File: src/rtl/alu_instr_sequencer.sv
// Hardwired control unit for the 32-bit ALU datapath.
// Emits one-cycle fetch (T0-T2) and execute (T3-T6) strobes for RR, MD and UN ops.
module alu_instr_sequencer #(
    parameter int CNT_W = 16
) (
    input  logic             clk,
    input  logic             reset,
    input  logic             run,
    input  logic             mem_rdy,
    input  logic [31:0]      ir,
    output logic [15:0]      r_out,
    output logic [15:0]      r_in,
    output logic             pc_out,
    output logic             zlow_out,
    output logic             zhigh_out,
    output logic             mdr_out,
    output logic             mar_in,
    output logic             pc_in,
    output logic             mdr_in,
    output logic             ir_in,
    output logic             y_in,
    output logic             z_in,
    output logic             lo_in,
    output logic             hi_in,
    output logic             inc_pc,
    output logic             read,
    output logic [12:0]      alu_op,
    output logic             done,
    output logic             illegal,
    output logic [CNT_W-1:0] instr_count
);

    typedef enum logic [3:0] {
        IDLE, T0, T1, T2, T3, T4, T5, T6, HALT
    } state_t;

    state_t state, state_nxt, end_nxt;

    logic [4:0]  op;
    logic [3:0]  ra, rb, rc;
    logic        is_rr, is_md, is_un;
    logic [12:0] alu_sel;
    logic        unused_ir;

    assign op        = ir[31:27];
    assign ra        = ir[26:23];
    assign rb        = ir[22:19];
    assign rc        = ir[18:15];
    assign unused_ir = ^ir[14:0];
    assign end_nxt   = run ? T0 : IDLE;

    function automatic logic [15:0] oh(input logic [3:0] n);
        oh = 16'd1 << n;
    endfunction

    always_comb begin
        is_rr   = 1'b0;
        is_md   = 1'b0;
        is_un   = 1'b0;
        alu_sel = '0;
        unique case (op)
            5'd3:    begin is_rr = 1'b1; alu_sel[2]  = 1'b1; end
            5'd4:    begin is_rr = 1'b1; alu_sel[3]  = 1'b1; end
            5'd5:    begin is_rr = 1'b1; alu_sel[0]  = 1'b1; end
            5'd6:    begin is_rr = 1'b1; alu_sel[1]  = 1'b1; end
            5'd7:    begin is_rr = 1'b1; alu_sel[9]  = 1'b1; end
            5'd8:    begin is_rr = 1'b1; alu_sel[10] = 1'b1; end
            5'd9:    begin is_rr = 1'b1; alu_sel[6]  = 1'b1; end
            5'd10:   begin is_rr = 1'b1; alu_sel[7]  = 1'b1; end
            5'd11:   begin is_rr = 1'b1; alu_sel[8]  = 1'b1; end
            5'd15:   begin is_md = 1'b1; alu_sel[4]  = 1'b1; end
            5'd16:   begin is_md = 1'b1; alu_sel[5]  = 1'b1; end
            5'd17:   begin is_un = 1'b1; alu_sel[11] = 1'b1; end
            5'd18:   begin is_un = 1'b1; alu_sel[12] = 1'b1; end
            default: ;
        endcase
    end

    always_comb begin
        state_nxt = state;
        r_out     = '0;
        r_in      = '0;
        pc_out    = 1'b0;
        zlow_out  = 1'b0;
        zhigh_out = 1'b0;
        mdr_out   = 1'b0;
        mar_in    = 1'b0;
        pc_in     = 1'b0;
        mdr_in    = 1'b0;
        ir_in     = 1'b0;
        y_in      = 1'b0;
        z_in      = 1'b0;
        lo_in     = 1'b0;
        hi_in     = 1'b0;
        inc_pc    = 1'b0;
        read      = 1'b0;
        alu_op    = '0;
        done      = 1'b0;
        unique case (state)
            IDLE: if (run) state_nxt = T0;
            T0: begin
                pc_out    = 1'b1;
                mar_in    = 1'b1;
                inc_pc    = 1'b1;
                z_in      = 1'b1;
                state_nxt = T1;
            end
            // Z is stable while waiting, so reloading PC each cycle is harmless
            T1: begin
                zlow_out = 1'b1;
                pc_in    = 1'b1;
                read     = 1'b1;
                mdr_in   = 1'b1;
                if (mem_rdy) state_nxt = T2;
            end
            T2: begin
                mdr_out   = 1'b1;
                ir_in     = 1'b1;
                state_nxt = T3;
            end
            T3: unique case (1'b1)
                is_rr: begin
                    r_out     = oh(rb);
                    y_in      = 1'b1;
                    state_nxt = T4;
                end
                is_md: begin
                    r_out     = oh(ra);
                    y_in      = 1'b1;
                    state_nxt = T4;
                end
                is_un: begin
                    r_out     = oh(rb);
                    alu_op    = alu_sel;
                    z_in      = 1'b1;
                    state_nxt = T4;
                end
                default: state_nxt = HALT;
            endcase
            T4: unique case (1'b1)
                is_rr: begin
                    r_out     = oh(rc);
                    alu_op    = alu_sel;
                    z_in      = 1'b1;
                    state_nxt = T5;
                end
                is_md: begin
                    r_out     = oh(rb);
                    alu_op    = alu_sel;
                    z_in      = 1'b1;
                    state_nxt = T5;
                end
                is_un: begin
                    zlow_out  = 1'b1;
                    r_in      = oh(ra);
                    done      = 1'b1;
                    state_nxt = end_nxt;
                end
                default: state_nxt = HALT;
            endcase
            T5: unique case (1'b1)
                is_rr: begin
                    zlow_out  = 1'b1;
                    r_in      = oh(ra);
                    done      = 1'b1;
                    state_nxt = end_nxt;
                end
                is_md: begin
                    zlow_out  = 1'b1;
                    lo_in     = 1'b1;
                    state_nxt = T6;
                end
                default: state_nxt = HALT;
            endcase
            T6: begin
                zhigh_out = 1'b1;
                hi_in     = 1'b1;
                done      = 1'b1;
                state_nxt = end_nxt;
            end
            HALT:    state_nxt = HALT;
            default: state_nxt = IDLE;
        endcase
    end

    always_ff @(posedge clk or posedge reset) begin
        if (reset) begin
            state       <= IDLE;
            illegal     <= 1'b0;
            instr_count <= '0;
        end else begin
            state <= state_nxt;
            if (state_nxt == HALT) illegal <= 1'b1;
            if (done) instr_count <= instr_count + CNT_W'(1);
        end
    end

endmodule
File: config.mk
export PLATFORM = sky130hd
export DESIGN_NAME = alu_instr_sequencer
export DESIGN_NICKNAME = d
export VERILOG_FILES = /design/src/rtl/alu_instr_sequencer.sv
export SDC_FILE = /design/constraint.sdc
export NUM_CORES = 1
export LEC_CHECK = 0
export ABC_AREA = 1
export BUFFER_PORTS_ARGS = -buffer_cell sky130_fd_sc_hd__buf_2
export CELL_PAD_IN_SITES_DETAIL_PLACEMENT = 0
export CELL_PAD_IN_SITES_GLOBAL_PLACEMENT = 1
export CORE_MARGIN = 1.5
export CORE_UTILIZATION = 27
export CTS_CLUSTER_DIAMETER = 80
export CTS_CLUSTER_SIZE = 28
export DETAILED_ROUTE_END_ITERATION = 16
export HOLD_SLACK_MARGIN = 0.06
export PLACE_DENSITY_LB_ADDON = 0.1
export SKIP_LAST_GASP = 1
export SLEW_MARGIN = 15
export SYNTH_ARGS = -nofsm -noshare
export SYNTH_HDL_FRONTEND = slang
export SYNTH_SLANG_ARGS = --single-unit
File: constraint.sdc
create_clock -name clk -period 4.1 [get_ports clk]
set_input_delay 0.82 -clock clk [delete_from_list [all_inputs] [get_ports clk]]
set_output_delay 0.82 -clock clk [all_outputs]
set_load 0.005 [all_outputs]
==> results.py <==
metrics = {
    "die": {
        "initial_utilization_pct": 27.7,
        "std_cell_rows": 36,
        "ioPinCount": 113,
        "die_area_um2": 10500,
        "fp.dieH_um": 103,
        "core_um2": 9680,
        "die_w_um": 103,
    },
    "cts": {
        "cts_tree": "built",
        "post_cts_buffers": 0,
        "clock_latency_ps": 270,
        "cts_buffers": 3,
        "clk_pin_slew_worst_paths_ps": 80,
        "cts_hold_buf": 0,
        "cts_buffer_depth": 2,
        "cts_max_level": 1,
        "numClockSinks": 21,
        "ctsResizeCount": 0,
        "cts_root_buf": "clkbuf_8",
    },
    "sta": {
        "maxSlewHeadroom_pct": 44.2,
        "finalWorstSetupSlack_ps": 811,
        "timing.fmax_ghz": 0.304,
        "period_minus_slack_ps": 3290,
        "hold_slack_ps": 478,
        "grt_setup_unrepaired": "no",
        "setup_viol": 0,
        "tightest_slew_ps": 836,
        "hold_viol": 0,
        "clock_skew_ps": 2.82,
        "slew_viol_final": 0,
        "min_period_over_period_pct": 80.2,
        "finalSetupTns_ps": 0,
    },
    "synthesis": {
        "synthMuxAreaShare_pct": 0,
        "synth_top_family_by_area": "simple AND/OR/NAND/NOR gates",
        "syn_area_um2": 2680,
        "yosysTopAreaCellShare_pct": 24.2,
        "synth-simple-area-share_pct": 52.2,
        "syn_nets": 515,
        "ys_seq_area_share_pct": 19.6,
        "synth_top_cell_by_area": "nand2_1",
        "synth_xor_area_share_pct": 4.25,
        "synth_cell_types": 33,
        "synth_fa_ha_area_share_pct": 0.467,
        "yosys_warnings": 0,
        "synthCells": 478,
        "ys_top_cells_by_area": "nand2_1 (24%), dfrtp_1 (20%), inv_1 (8.4%), nor3_1 (6.3%), nand3_1 (6.2%)",
        "synth_compound_area_share_pct": 7.70,
        "ys_ff_latch": 21,
        "syn_avg_cell_area_um2": 5.61,
    },
    "power": {
        "p_int_mw": 0.391,
        "clockPowerShare_pct": 21.4,
        "power_density_nw_per_um2": 211,
        "vdd_drop_max_uv": 161,
        "leakagePower_nw": 1.89,
        "p_switching_mw": 0.290,
        "p_comb_share_pct": 41.5,
        "power_switching_share_pct": 42.6,
        "p_seq_share_pct": 37.1,
    },
    "finish": {
        "num_antenna_cells": 0,
        "drive_gt1_share_pct": 22.8,
        "fin_cells": 690,
        "nNetsFinal": 595,
        "area_growth_pct": 20.4,
    },
    "placed_design": {
        "hpwl_um": 6730,
        "place_ws_ps": 818,
        "port_buffers": 97,
        "dp.cells": 686,
        "place.gp.congestion": 0.809,
    },
    "global_routing": {
        "grt_overflow": 0,
        "grt_max_degree": 27,
        "grt_pass1_vias": 2795,
        "grt_usage_pct": 16.4,
        "grt_antenna_before_repair": 0,
        "grt_pass1_wl_um": 13800,
    },
    "hold_path": {
        "hold_path.class": "register to register",
        "min_path_cells": 2,
        "hold_path.startpoint": "illegal",
        "hold_end": "illegal",
    },
    "worst_setup_path": {
        "cp_max_fo": 25,
        "crit_arrival_ps": 2470,
        "r2r-start": "state[2]",
        "cp-end-kind": "output pin",
        "ff2ff_setup_slack_ps": 2120,
        "worstReg2RegEnd": "state[2]",
        "critical_path_class": "input port to output pin",
        "crit_path_start_kind": "input port",
        "reg2reg_depth": 8,
        "required_ps": 3280,
    },
    "job": {
        "maxCapViolations": 0,
    },
    "routing": {
        "wl_met2_um": 3940,
        "drt-met1-wl_um": 4210,
        "vias": 3180,
        "dr.pass1.iters": 4,
        "routed_wl_um": 8730,
        "top_layer": "met4",
        "drc": 0,
        "routedWlPerCell_um": 12.7,
        "drt_iter0_markers": 150,
        "met3_length_um": 534,
        "viasPerCell": 4.61,
        "ant_nets": 0,
    },
    "run_status": {
        "status": "complete, no violations",
    },
}
==> sequential cells by signal, indices dropped and copies added (netlist names) <==
name         cells
state            4
instr_count     16
illegal          1
==> worst max-delay path by stage <==
stage,from,end,slack (ps),depth (start not counted)
final,ir[28],r_in[3],810,11
after global routing,ir[28],r_in[15],620,11
after CTS,ir[28],r_in[1],820,11
after detailed placement,ir[28],r_in[1],820,11
after global placement,ir[28],zlow_out,820,11
after floorplan,ir[29],r_out[11],1350,9
==> cell usage in the layout (no fill, tap or decap), types with 2 or more instances in the layout <==
cell type	synthesis	layout
nand3b_1	2	2
nand3_1	33	33
o21ai_1	8	8
o22ai_1	10	10
nor2_1	42	42
nand2_1	173	173
nor2_4	3	3
nor4_1	2	2
nor3_1	34	34
dfrtp_1	21	21
inv_1	60	60
buf_2	5	97
nand2_4	2	2
xor2_1	12	12
nand2_2	4	4
inv_2	5	5
o21ai_0	7	7
clkbuf_8	0	3
nand3_2	2	2
a21oi_1	9	9
nor2_2	5	5
nand4_1	12	12
buf_4	9	3
==> synthesized netlist by cell type (all sizes together) <==
library cell / number
or2: 1
nand3b: 2
ha: 1
clkinv: 1
xor2: 12
clkbuf: 5
nor2: 50
dfrtp: 21
nand3: 35
nor3: 35
a21oi: 9
nand2: 179
inv: 65
o22ai: 10
xnor2: 1
o21ai: 16
nand4: 12
o21bai: 1
buf: 20
nor4: 2
==> layer usage <==
metal,up-vias,global-route usage [%]
li1,1660,-
met1,1431,23.5
met2,85,27.4
met3,4,2.51
met4,0,1.05
met5,-,0
==> logic make-up (layout without fill, tap and decap cells) <==
family          Yosys count  in the layout
xor+xnor                 13             13
fa+ha+maj                 1              1
simple gates            316            316
buf+inv                  91            170
compound gates           36             36
flops                    21             21
==> per-stage QoR <==
| step | power, mW | util (%) | area [um^2] |
|---|---|---|---|
| 6_report | 0.681 | 33.3 | 3230 |
| 5_1_grt | 0.740 | 33.3 | 3230 |
| 4_1_cts | 0.689 | 33.3 | 3230 |
| 3_5_place_dp | 0.544 | 32.8 | 3180 |
| 3_3_place_gp | 0.544 | 32.8 | 3180 |
| 2_1_floorplan | 0.470 | - | 2680 |
==> worst max-delay path, stage by stage <==
cell	delay, ps
buf_2	130
nand2_1	130
nor2_1	90
nand2_1	70
nand3_2	100
nor2_2	80
buf_4	260
nor2_2	70
nor2_4	450
nor2_1	100
buf_2	150
==> power by group through the flow <==
stage	Combinational [mW]	Sequential (mW)	Clock, mW
after global routing	0.324	0.258	0.158
final	0.283	0.253	0.146
after CTS	0.288	0.253	0.148
after floorplan	0.217	0.253	0
after global placement	0.287	0.257	0
after detailed placement	0.287	0.257	0
==> final cells by class <==
class	instances	area, um^2
multi-input cells	366	1730
inverters	66	248
repair buffers	100	508
flip-flops and latches	21	526
clock buffers	3	41.3
clock inverters	1	7.51
well taps	133	166
fillers	1142	6450
No activity file was read; power rests on OpenSTA's default activity.
